$ cat config.mk
export PLATFORM = sky130hd
export DESIGN_NAME = viterbi_stream_decoder
export DESIGN_NICKNAME = d
export VERILOG_FILES = /design/src/rtl/viterbi_stream_decoder.sv
export SDC_FILE = /design/constraint.sdc
export NUM_CORES = 1
export LEC_CHECK = 0
export CAP_MARGIN = 40
export CORE_MARGIN = 2
export CORE_UTILIZATION = 55
export DETAILED_ROUTE_END_ITERATION = 8
export GPL_TIMING_DRIVEN = 1
export MAX_ROUTING_LAYER = met4
export PLACE_DENSITY = 0.76
export SLEW_MARGIN = 20
export SYNTH_ARGS = -nofsm -noshare
export SYNTH_HDL_FRONTEND = slang
export SYNTH_SLANG_ARGS = --single-unit
$ cat constraint.sdc
create_clock -name clk -period 11.2 [get_ports clk]
set_clock_uncertainty 0.2 [all_clocks]
set_input_delay 2.24 -clock clk [delete_from_list [all_inputs] [get_ports clk]]
set_output_delay 2.24 -clock clk [all_outputs]
set_load 0.02 [all_outputs]
$ cat src/rtl/viterbi_stream_decoder.sv
// -----------------------------------------------------------------------------
// viterbi_stream_decoder
//
// Hard-decision Viterbi decoder for the K=3, rate-1/2 convolutional code with
// generators g0=111, g1=101. One block of N_BITS symbol pairs is accepted per
// input handshake. The add-compare-select (ACS) step handles one trellis stage
// per cycle, and a full traceback then recovers the N_BITS decoded bits, which
// are offered on an output handshake.
//
// Parameters
//   N_BITS  decoded bits per block (>=3); data_in is 2*N_BITS wide
//   PM_W    path-metric width (>=4); metrics saturate at 2^PM_W-1
//
// Ports
//   clk        in   1         single clock, rising edge
//   rst        in   1         synchronous, active-high reset (aborts any block)
//   data_in    in   2*N_BITS  coded block; pair i = data_in[2i+1:2i] = {c0,c1},
//                             pair 0 earliest in time
//   in_valid   in   1         data_in valid
//   in_ready   out  1         decoder idle and able to accept a block
//   data_out   out  N_BITS    decoded bits; data_out[i] is the bit for pair i
//   out_valid  out  1         data_out valid, held until accepted
//   out_ready  in   1         downstream accepts data_out
//
// Build option
//   TAIL_TERM_EN  when defined, blocks are assumed zero-flushed and traceback
//                 always starts from state 00 (no final metric compare).
//                 When undefined, traceback starts from the state with the
//                 smallest final path metric, with ties going to the lowest index.
//
// Trellis convention: state s = {u[t-1], u[t-2]}; next state = {u, s[1]};
// code bits c0 = u^s[1]^s[0], c1 = u^s[0].
// -----------------------------------------------------------------------------
module viterbi_stream_decoder #(
    parameter int N_BITS = 8,
    parameter int PM_W   = 5
) (
    input  logic                  clk,
    input  logic                  rst,
    input  logic [2*N_BITS-1:0]   data_in,
    input  logic                  in_valid,
    output logic                  in_ready,
    output logic [N_BITS-1:0]     data_out,
    output logic                  out_valid,
    input  logic                  out_ready
);

    localparam int              T_W    = $clog2(N_BITS);
    localparam logic [PM_W-1:0] PM_MAX = '1;
    localparam logic [T_W-1:0]  T_LAST = T_W'(N_BITS - 1);

    typedef enum logic [1:0] {
        IDLE = 2'd0,
        ACS  = 2'd1,
        TB   = 2'd2,
        OUT  = 2'd3
    } state_t;

    state_t state, state_next;

    logic [2*N_BITS-1:0] block;
    logic [T_W-1:0]      t_cnt;
    logic [PM_W-1:0]     pm [4];
    logic [3:0]          surv [N_BITS];
    logic [1:0]          cur;
    logic                accept;

    // Saturating add of a branch metric onto a path metric; never wraps.
    function automatic logic [PM_W-1:0] sat_add(input logic [PM_W-1:0] a,
                                                input logic [1:0]      b);
        logic [PM_W:0] sum;
        sum = {1'b0, a} + {{(PM_W - 1){1'b0}}, b};
        if (sum[PM_W]) begin
            return PM_MAX;
        end
        return sum[PM_W-1:0];
    endfunction

    // Expected {c0,c1} for input bit u leaving state {p1,p0}.
    function automatic logic [1:0] code_bits(input logic u, input logic p1,
                                             input logic p0);
        return {u ^ p1 ^ p0, u ^ p0};
    endfunction

    // Hamming distance between received and expected pair (0..2).
    function automatic logic [1:0] branch_metric(input logic [1:0] rx,
                                                 input logic [1:0] ex);
        logic [1:0] diff;
        diff = rx ^ ex;
        return {1'b0, diff[1]} + {1'b0, diff[0]};
    endfunction

    // ------------------------------------------------------------------
    // Control FSM
    // ------------------------------------------------------------------
    always_ff @(posedge clk) begin
        if (rst) begin
            state <= IDLE;
        end else begin
            state <= state_next;
        end
    end

    always_comb begin
        state_next = state;
        in_ready   = 1'b0;
        out_valid  = 1'b0;
        case (state)
            IDLE: begin
                in_ready = 1'b1;
                if (in_valid) begin
                    state_next = ACS;
                end
            end
            ACS: begin
                if (t_cnt == T_LAST) begin
                    state_next = TB;
                end
            end
            TB: begin
                if (t_cnt == '0) begin
                    state_next = OUT;
                end
            end
            OUT: begin
                out_valid = 1'b1;
                // IDLE is always visited before the next block is taken.
                if (out_ready) begin
                    state_next = IDLE;
                end
            end
            default: state_next = IDLE;
        endcase
    end

    assign accept = in_valid & in_ready;

    // ------------------------------------------------------------------
    // Add-compare-select for the current stage
    // ------------------------------------------------------------------
    logic [1:0]      pair;
    logic [PM_W-1:0] cand0 [4];
    logic [PM_W-1:0] cand1 [4];
    logic [PM_W-1:0] pm_acs [4];
    logic [PM_W-1:0] pm_norm [4];
    logic [PM_W-1:0] pm_min;
    logic [3:0]      dec;
    logic [1:0]      tb_start;

    always_comb begin
        pair = block[2*t_cnt +: 2];
        dec  = '0;
        for (int ns = 0; ns < 4; ns++) begin
            // Predecessors of {u,p1} are {p1,0} and {p1,1}.
            cand0[ns] = sat_add(pm[{ns[0], 1'b0}],
                                branch_metric(pair, code_bits(ns[1], ns[0], 1'b0)));
            cand1[ns] = sat_add(pm[{ns[0], 1'b1}],
                                branch_metric(pair, code_bits(ns[1], ns[0], 1'b1)));
            // Strict compare: a tie keeps the predecessor with s[0]=0.
            if (cand1[ns] < cand0[ns]) begin
                dec[ns]    = 1'b1;
                pm_acs[ns] = cand1[ns];
            end else begin
                pm_acs[ns] = cand0[ns];
            end
        end
        pm_min = pm_acs[0];
        for (int i = 1; i < 4; i++) begin
            if (pm_acs[i] < pm_min) begin
                pm_min = pm_acs[i];
            end
        end
        for (int i = 0; i < 4; i++) begin
            pm_norm[i] = pm_acs[i] - pm_min;
        end
    end

`ifdef TAIL_TERM_EN
    assign tb_start = 2'b00;
`else
    // After normalisation the best state is the lowest index whose metric is 0.
    always_comb begin
        tb_start = 2'b00;
        for (int i = 3; i >= 0; i--) begin
            if (pm_norm[i] == '0) begin
                tb_start = 2'(i);
            end
        end
    end
`endif

    // ------------------------------------------------------------------
    // Traceback step
    // ------------------------------------------------------------------
    logic       surv_bit;
    logic [1:0] prev_state;

    always_comb begin
        surv_bit   = surv[t_cnt][cur];
        prev_state = {cur[0], surv_bit};
    end

    // ------------------------------------------------------------------
    // Block buffer and survivor memory (contents need no reset)
    // ------------------------------------------------------------------
    always_ff @(posedge clk) begin
        if (accept) begin
            block <= data_in;
        end
        if (state == ACS) begin
            surv[t_cnt] <= dec;
        end
    end

    // ------------------------------------------------------------------
    // Metrics, stage counter, traceback state and result register
    // ------------------------------------------------------------------
    always_ff @(posedge clk) begin
        if (rst) begin
            t_cnt    <= '0;
            cur      <= '0;
            data_out <= '0;
            pm[0]    <= '0;
            for (int i = 1; i < 4; i++) begin
                pm[i] <= PM_MAX;
            end
        end else begin
            case (state)
                IDLE: begin
                    if (accept) begin
                        // Encoder is known to start in state 00.
                        t_cnt <= '0;
                        pm[0] <= '0;
                        for (int i = 1; i < 4; i++) begin
                            pm[i] <= PM_MAX;
                        end
                    end
                end
                ACS: begin
                    for (int i = 0; i < 4; i++) begin
                        pm[i] <= pm_norm[i];
                    end
                    if (t_cnt == T_LAST) begin
                        // t_cnt stays at the last stage, where traceback begins.
                        cur <= tb_start;
                    end else begin
                        t_cnt <= t_cnt + T_W'(1);
                    end
                end
                TB: begin
                    data_out[t_cnt] <= cur[1];
                    cur             <= prev_state;
                    if (t_cnt != '0) begin
                        t_cnt <= t_cnt - T_W'(1);
                    end
                end
                default: begin
                end
            endcase
        end
    end

endmodule
== Word level (Yosys, flattened, before mapping) ==
Memories as Yosys holds them, arrays and structs flattened. A register that Yosys moved wholly into a read port is not among the register bits.
Index checks and enable logic that the tools add are counted.

* Muxes and demuxes: 77
* Add/sub/neg operators: 18
* Reductions and logical operators: 13
* Magnitude comparators: 10
* Bitwise logic cells: 12
* Equality and inequality tests: 11
* Shift operators: 1

{| class="wikitable"
|+ Operator list
! operator !! number
|-
| 5-bit two-way mux || 31
|-
| 5-bit by 2-bit adder with 6-bit output || 8
|-
| 5-bit less-than comparator || 7
|-
| 1-bit two-way mux || 26
|-
| 5-bit logical NOT || 4
|-
| 5-bit subtractor || 4
|-
| 2-bit two-way mux || 9
|-
| 16-bit by 5-bit indexed part select with 2-bit output || 1
|-
| 3-bit two-way mux || 5
|-
| 2-bit != test (second input constant) || 6
|-
| 3-bit one-hot mux with 3 select lines || 1
|-
| 1-bit by 1-bit adder with 2-bit output || 4
|-
| 8-bit bitwise mux || 1
|-
| 1-bit bitwise OR || 8
|-
| 2-bit one-hot mux with 4 select lines || 1
|-
| 4-bit AND reduction || 2
|-
| 3-bit nonzero test || 2
|-
| 2-bit equality test (second input constant) || 2
|-
| 3-bit by 4-bit less-than comparator with 1-bit output (second input constant) || 1
|-
| 2-bit one-hot mux with 2 select lines || 1
|-
| 3-bit by 1-bit adder with 3-bit output (second input constant) || 1
|-
| 1-bit demux with 3-bit select || 1
|-
| 3-bit equality test (second input constant) || 1
|-
| 3-bit by 1-bit greater-or-equal comparator with 1-bit output (second input constant) || 1
|-
| other kinds (13) || 14
|}

* Memories kept: 2
* Word-level logic and storage cells: 149
* Flip-flop bits (word level): 31
* Output and inout port bits: 10
* Bits in writable memories: 52
* Bits of input ports: 20

{| class="wikitable"
|+ Memories
! name !! words !! width !! rd ports !! clocked after Yosys merged registers in !! write ports !! line !! text
|-
| surv || 8 || 4 || 1 || 1 || 1 || 64 || <nowiki>logic [3:0] surv [N_BITS];</nowiki>
|-
| pm || 4 || 5 || 4 || 0 || 4 || 63 || <nowiki>logic [PM_W-1:0] pm [4];</nowiki>
|}

== Depth between registers and ports, before layout ==
Gate-level depths: netlist (run 1).

* Word-level depth: 22
* Depth in mapped cells: 51
* Gate-level depth less buffers: 49

== Worst setup path before layout (run 1) ==
Ideal clock, no wire load.

* Path type: reg-to-reg
* From: reg t_cnt[2]
* To: reg cur[0]
* Cell stages (with the launch flop): 49
* Path buffers: 2
* Period minus slack after synthesis: 10.873 ns
* Data arrival time: 10.578 ns
* Data required time: 10.904 ns
* Library setup time: 0.096 ns
* Path slack: 0.327 ns
* Cell sequence: dfxtp_1 > clkbuf_1 > and3b_1 > a22o_1 > a2111oi_0 > ha_1 > inv_1 > ha_1 > inv_1 > fa_1 > xnor2_1 > nor2_1 > ha_1 > a211o_1 > a211oi_1 > a21boi_1 > maj3_2 > o21ai_1 > [... 13 more ...] > inv_1 > ha_1 > a31oi_1 > o21ai_2 > a31oi_1 > and2_0 > clkbuf_1 > mux2i_1 > ha_1 > inv_1 > ha_1 > inv_1 > a21boi_1 > a2111oi_4 > xnor3_1 > nor4_2 > a41oi_1 > o41ai_2

* Cells in the longest elaborated chain, start to end: 22
* Elaborated cells between the ends (all ways): 63
* Those cells by class: add/sub: 16; order compare: 7; eq/ne: 2; shift: 1; mux: 29; bitwise: 3; reduce/logical: 5

{| class="wikitable"
|+ RTL lines
! element !! line !! text
|-
| start, declared || 62 || <nowiki>logic [T_W-1:0] t_cnt;</nowiki>
|-
| start signal, assigned || 247 || <nowiki>t_cnt <= t_cnt + T_W'(1);</nowiki>
|-
| start signal, assigned || 254 || <nowiki>t_cnt <= t_cnt - T_W'(1);</nowiki>
|-
| 16-bit by 5-bit indexed part select with 2-bit output || 151 || <nowiki>pair = block[2*t_cnt +: 2];</nowiki>
|-
| 1-bit inverter (no line) or 2-bit inverter (tied branches) || - ||
|-
| 1-bit by 1-bit adder with 2-bit output || 90 || <nowiki>return {1'b0, diff[1]} + {1'b0, diff[0]};</nowiki>
|-
| 5-bit by 2-bit adder with 6-bit output || 72 || <nowiki>sum = {1'b0, a} + {{(PM_W - 1){1'b0}}, b};</nowiki>
|-
| 1-bit two-way mux || 73 || <nowiki>if (sum[PM_W]) begin</nowiki>
|-
| 5-bit two-way mux || 76 || <nowiki>return sum[PM_W-1:0];</nowiki>
|-
| 5-bit less-than comparator || 160 || <nowiki>if (cand1[ns] < cand0[ns]) begin</nowiki>
|-
| 5-bit two-way mux || 160 ||
|-
| [... 3 more ...] || - ||
|-
| 5-bit two-way mux || 169 || <nowiki>if (pm_acs[i] < pm_min) begin</nowiki>
|-
| 5-bit less-than comparator || 169 ||
|-
| 5-bit two-way mux || 169 ||
|-
| 5-bit subtractor || 174 || <nowiki>pm_norm[i] = pm_acs[i] - pm_min;</nowiki>
|-
| 5-bit logical NOT || 185 || <nowiki>if (pm_norm[i] == '0) begin</nowiki>
|-
| 2-bit two-way mux (4 in a row) || 185 ||
|-
| 2-bit two-way mux || 243 || <nowiki>if (t_cnt == T_LAST) begin</nowiki>
|-
| 2-bit one-hot mux with 2 select lines || 228 || <nowiki>case (state)</nowiki>
|-
| end signal, assigned || 245 || <nowiki>cur <= tb_start;</nowiki>
|-
| end signal, assigned || 252 || <nowiki>cur <= prev_state;</nowiki>
|-
| end, declared || 65 || <nowiki>logic [1:0] cur;</nowiki>
|}

Several ways; a longest one is shown, not always the timed one. The select of a mux whose other input is x is not followed.
A chain may end at the register's enable or synchronous reset.

== Worst setup path after layout (run 1) ==
* From: reg t_cnt[2]
* To: reg cur[1]

Same word-level chain as after synthesis.

==> flow_summary.json, run 1 <==
{
  "outcome": "finished, final reports clean",
  "end_kind": "register",
  "nFillCells": 960,
  "crit_arrival_ps": 10590,
  "nets": 788,
  "wirelength_um": 16900,
  "worstHoldStart": "data_out[0]",
  "cts_tree": "built",
  "cpPeakStageDelay_ps": 450,
  "drive_above_1_share_pct": 12.4,
  "start_kind": "register",
  "n_antenna_cell": 0,
  "die-area_um2": 13000,
  "finalHoldViolations": 0,
  "dp_hpwl_um": 13200,
  "syn_to_final_growth_pct": 12.6,
  "cts_hold_buffers": 0,
  "start_util_pct": 56.0,
  "drv_slew": 0,
  "grt_overflow": 0,
  "yosysUniqueCellTypes": 83,
  "reg2reg_slack_ps": 630,
  "cp_common_cell": "ha_1",
  "grt_pass1_wl_um": 26900,
  "r2r_end": "cur[1]",
  "cts_made_buffers": 9,
  "finalSetupTns_ps": 0,
  "cts.path.max_buffers": 2,
  "clkLatencyLatePin_ps": 340,
  "routed_via_density": 6.33,
  "avgSynthCellArea_um2": 9.78,
  "cp_max_fo": 11,
  "synth_seq_cells": 86,
  "critPathKind": "register to register",
  "cts.htree.levels": 3,
  "grt_pass1_vias": 5359,
  "yosysSeqAreaShare_pct": 35.3,
  "syn_area_um2": 6670,
  "root_buffer": "clkbuf_16",
  "first_pass_iters": 6,
  "row_count": 40,
  "final_cell_mix": "nand2_1, edfxtp_1, inv_1, ha_1, nor2_1",
  "slowest_stage": "fa_1",
  "synthFlopType": "edfxtp_1",
  "slew_headroom_pct": 41.5,
  "grt_max_degree": 23,
  "core_area_um2": 11900,
  "antenna_left": 0,
  "place.gp.congestion": 0.944,
  "setup_viol_count_final": 0,
  "antenna_found_initial": 0,
  "final_min_period_over_clock_period_pct": 94.4,
  "final_common_cell": "nand2_1",
  "clock.fmax_mhz": 94.6,
  "routedWlPerCell_um": 19.6,
  "clk_pin_slew_ps": 70,
  "die_w_um": 114,
  "maxCapViolCount": 0,
  "drt_iter0_drc": 504,
  "synth_nets": 759,
  "ys.warnings.count": 0,
  "synthArstFlopShare_pct": 0,
  "route.detailed.drc": 0,
  "grt_util_all_layers_pct": 27.2,
  "io_buffers": 29,
  "whs_path_depth": 2,
  "worst-slew-pin-transition_ps": 865,
  "crit_required_ps": 11220,
  "via_count": 5463,
  "hold_path_end": "data_out[0]",
  "min_period_ps": 10570,
  "numClockSinks": 86,
  "min_path_type": "register to register",
  "synth_edf_count": 63,
  "pin_count": 30,
  "r2r_cells": 48,
  "die_y_um": 114,
  "synth_cells": 682,
  "rsz0062_at_grt": "no",
  "r2r_start": "t_cnt[2]"
}
through the flow:
step | hold slack [ps] | cell area [um2] | instances | setup WS (ps) | utilization, %
final | 258 | 7510 | 863 | 629 | 63.1
after global routing | 287 | 7510 | 863 | 41.7 | 63.1
after floorplan | 267 | 6670 | 682 | 327 | -
after CTS | 266 | 7390 | 859 | 101 | 62.0
after global placement | 248 | 7080 | 842 | 447 | 59.5
after detailed placement | 257 | 7090 | 843 | 49.8 | 59.5
what timing repair did:
action,CTS,global route
resized for setup,1,24
endpoints found under the setup margin,1,11
buffers inserted,0,1
pin swaps,0,3
registers in the layout, summed over array words and instances, names as in the netlist, named ones only:
register  flops
surv         32
pm           20
block        16
data_out      8
t_cnt         3
cur           2
state         2
cells by family (layout without fill, tap and decap cells):
| kind of cell | Yosys count | after routing | synth area share, % |
|---|---|---|---|
| AO/OA/AOI/OAI | 180 | 180 | 19.7 |
| XOR/XNOR | 28 | 28 | 3.88 |
| adder cells (fa/ha/maj) | 67 | 67 | 13.2 |
| buffers and inverters | 73 | 107 | 4.47 |
| flip-flops | 86 | 86 | 35.3 |
| multiplexers | 35 | 35 | 7.58 |
| AND/OR/NAND/NOR | 213 | 213 | 15.8 |
Yosys cell counts (3+ instances only):
cell | number | area [um2]
a22o_1 | 3 | 26.3
nand2_1 | 68 | 255
nor2b_1 | 7 | 43.8
nor3_1 | 5 | 25.0
fa_1 | 9 | 180
o21a_1 | 6 | 45.0
o21bai_1 | 3 | 22.5
and3b_1 | 6 | 52.6
a21o_1 | 14 | 105
clkbuf_1 | 13 | 48.8
edfxtp_1 | 63 | 1890
a21oi_1 | 37 | 185
xnor2_1 | 20 | 175
nand2b_1 | 13 | 81.3
a221oi_1 | 4 | 35.0
a2bb2oi_1 | 3 | 26.3
and3_1 | 5 | 31.3
a31oi_1 | 8 | 50.1
o21ai_1 | 3 | 15.0
o21ai_0 | 29 | 145
and2_1 | 15 | 93.8
mux2i_1 | 21 | 210
o211ai_1 | 11 | 82.6
nor2_1 | 47 | 176
inv_1 | 49 | 184
a41oi_1 | 4 | 35.0
buf_2 | 4 | 20.0
ha_1 | 48 | 601
or2_2 | 6 | 37.5
nand3_1 | 20 | 100
a22oi_1 | 7 | 52.6
mux4_2 | 10 | 225
dfxtp_1 | 23 | 460
maj3_1 | 9 | 90.1
nor3b_1 | 4 | 30.0
or3_1 | 4 | 25.0
a211oi_1 | 7 | 52.6
xor2_1 | 7 | 61.3
nand4_1 | 4 | 25.0
o21ai_2 | 4 | 35.0
nand3b_1 | 3 | 22.5
worst max-delay path: cells and delay by family, from the launching register on:
family | cells | cell delay, ps
multiplexers | 3 | 570
AO/OA/AOI/OAI | 16 | 2940
AND/OR/NAND/NOR | 8 | 1520
XOR/XNOR | 2 | 330
adder cells (fa/ha/maj) | 12 | 3720
buffers and inverters | 7 | 740
flip-flops | 1 | 410
worst max-delay path by stage:
stage	endpoint	startpoint	depth (start not counted)
detailed placement	cur[0]	t_cnt[2]	48
global placement	cur[0]	t_cnt[2]	49
floorplan	cur[0]	t_cnt[2]	48
CTS	cur[0]	t_cnt[2]	48
finish	cur[1]	t_cnt[2]	48
global route	cur[0]	t_cnt[2]	49
routing by layer:
metal  vias to the layer above  part of all wire (%)  track usage, %
met1                      2643                    43            35.7
met5                         -                     0               -
li1                       2581                     -               -
met3                        23                   6.8            4.34
met2                       216                    49            44.6
met4                         0                   1.7            6.91
final cells by class:
type	instances	area (um2)	area share [%]
Sequential cell	86	2360	31.4
Tap cell	147	184	2.45
Clock buffer	9	225	3.00
Inverter	51	191	2.55
Multi-Input combinational cell	523	4100	54.6
Clock inverter	7	71.3	0.950
Timing Repair Buffer	40	380	5.06
Power of run 1 is left out: the tool's default activity adds up to more than one toggle a clock period on the data nets, which glitch-free logic cannot reach.
==> run 2: changes to the inputs <==
Settings changed: GPL_TIMING_DRIVEN 1 to not set.
==> results of run 2 <==
Same layout as run 1: the final DEF is identical, and so are final timing and power.
Power of run 2 is left out for the same reason.
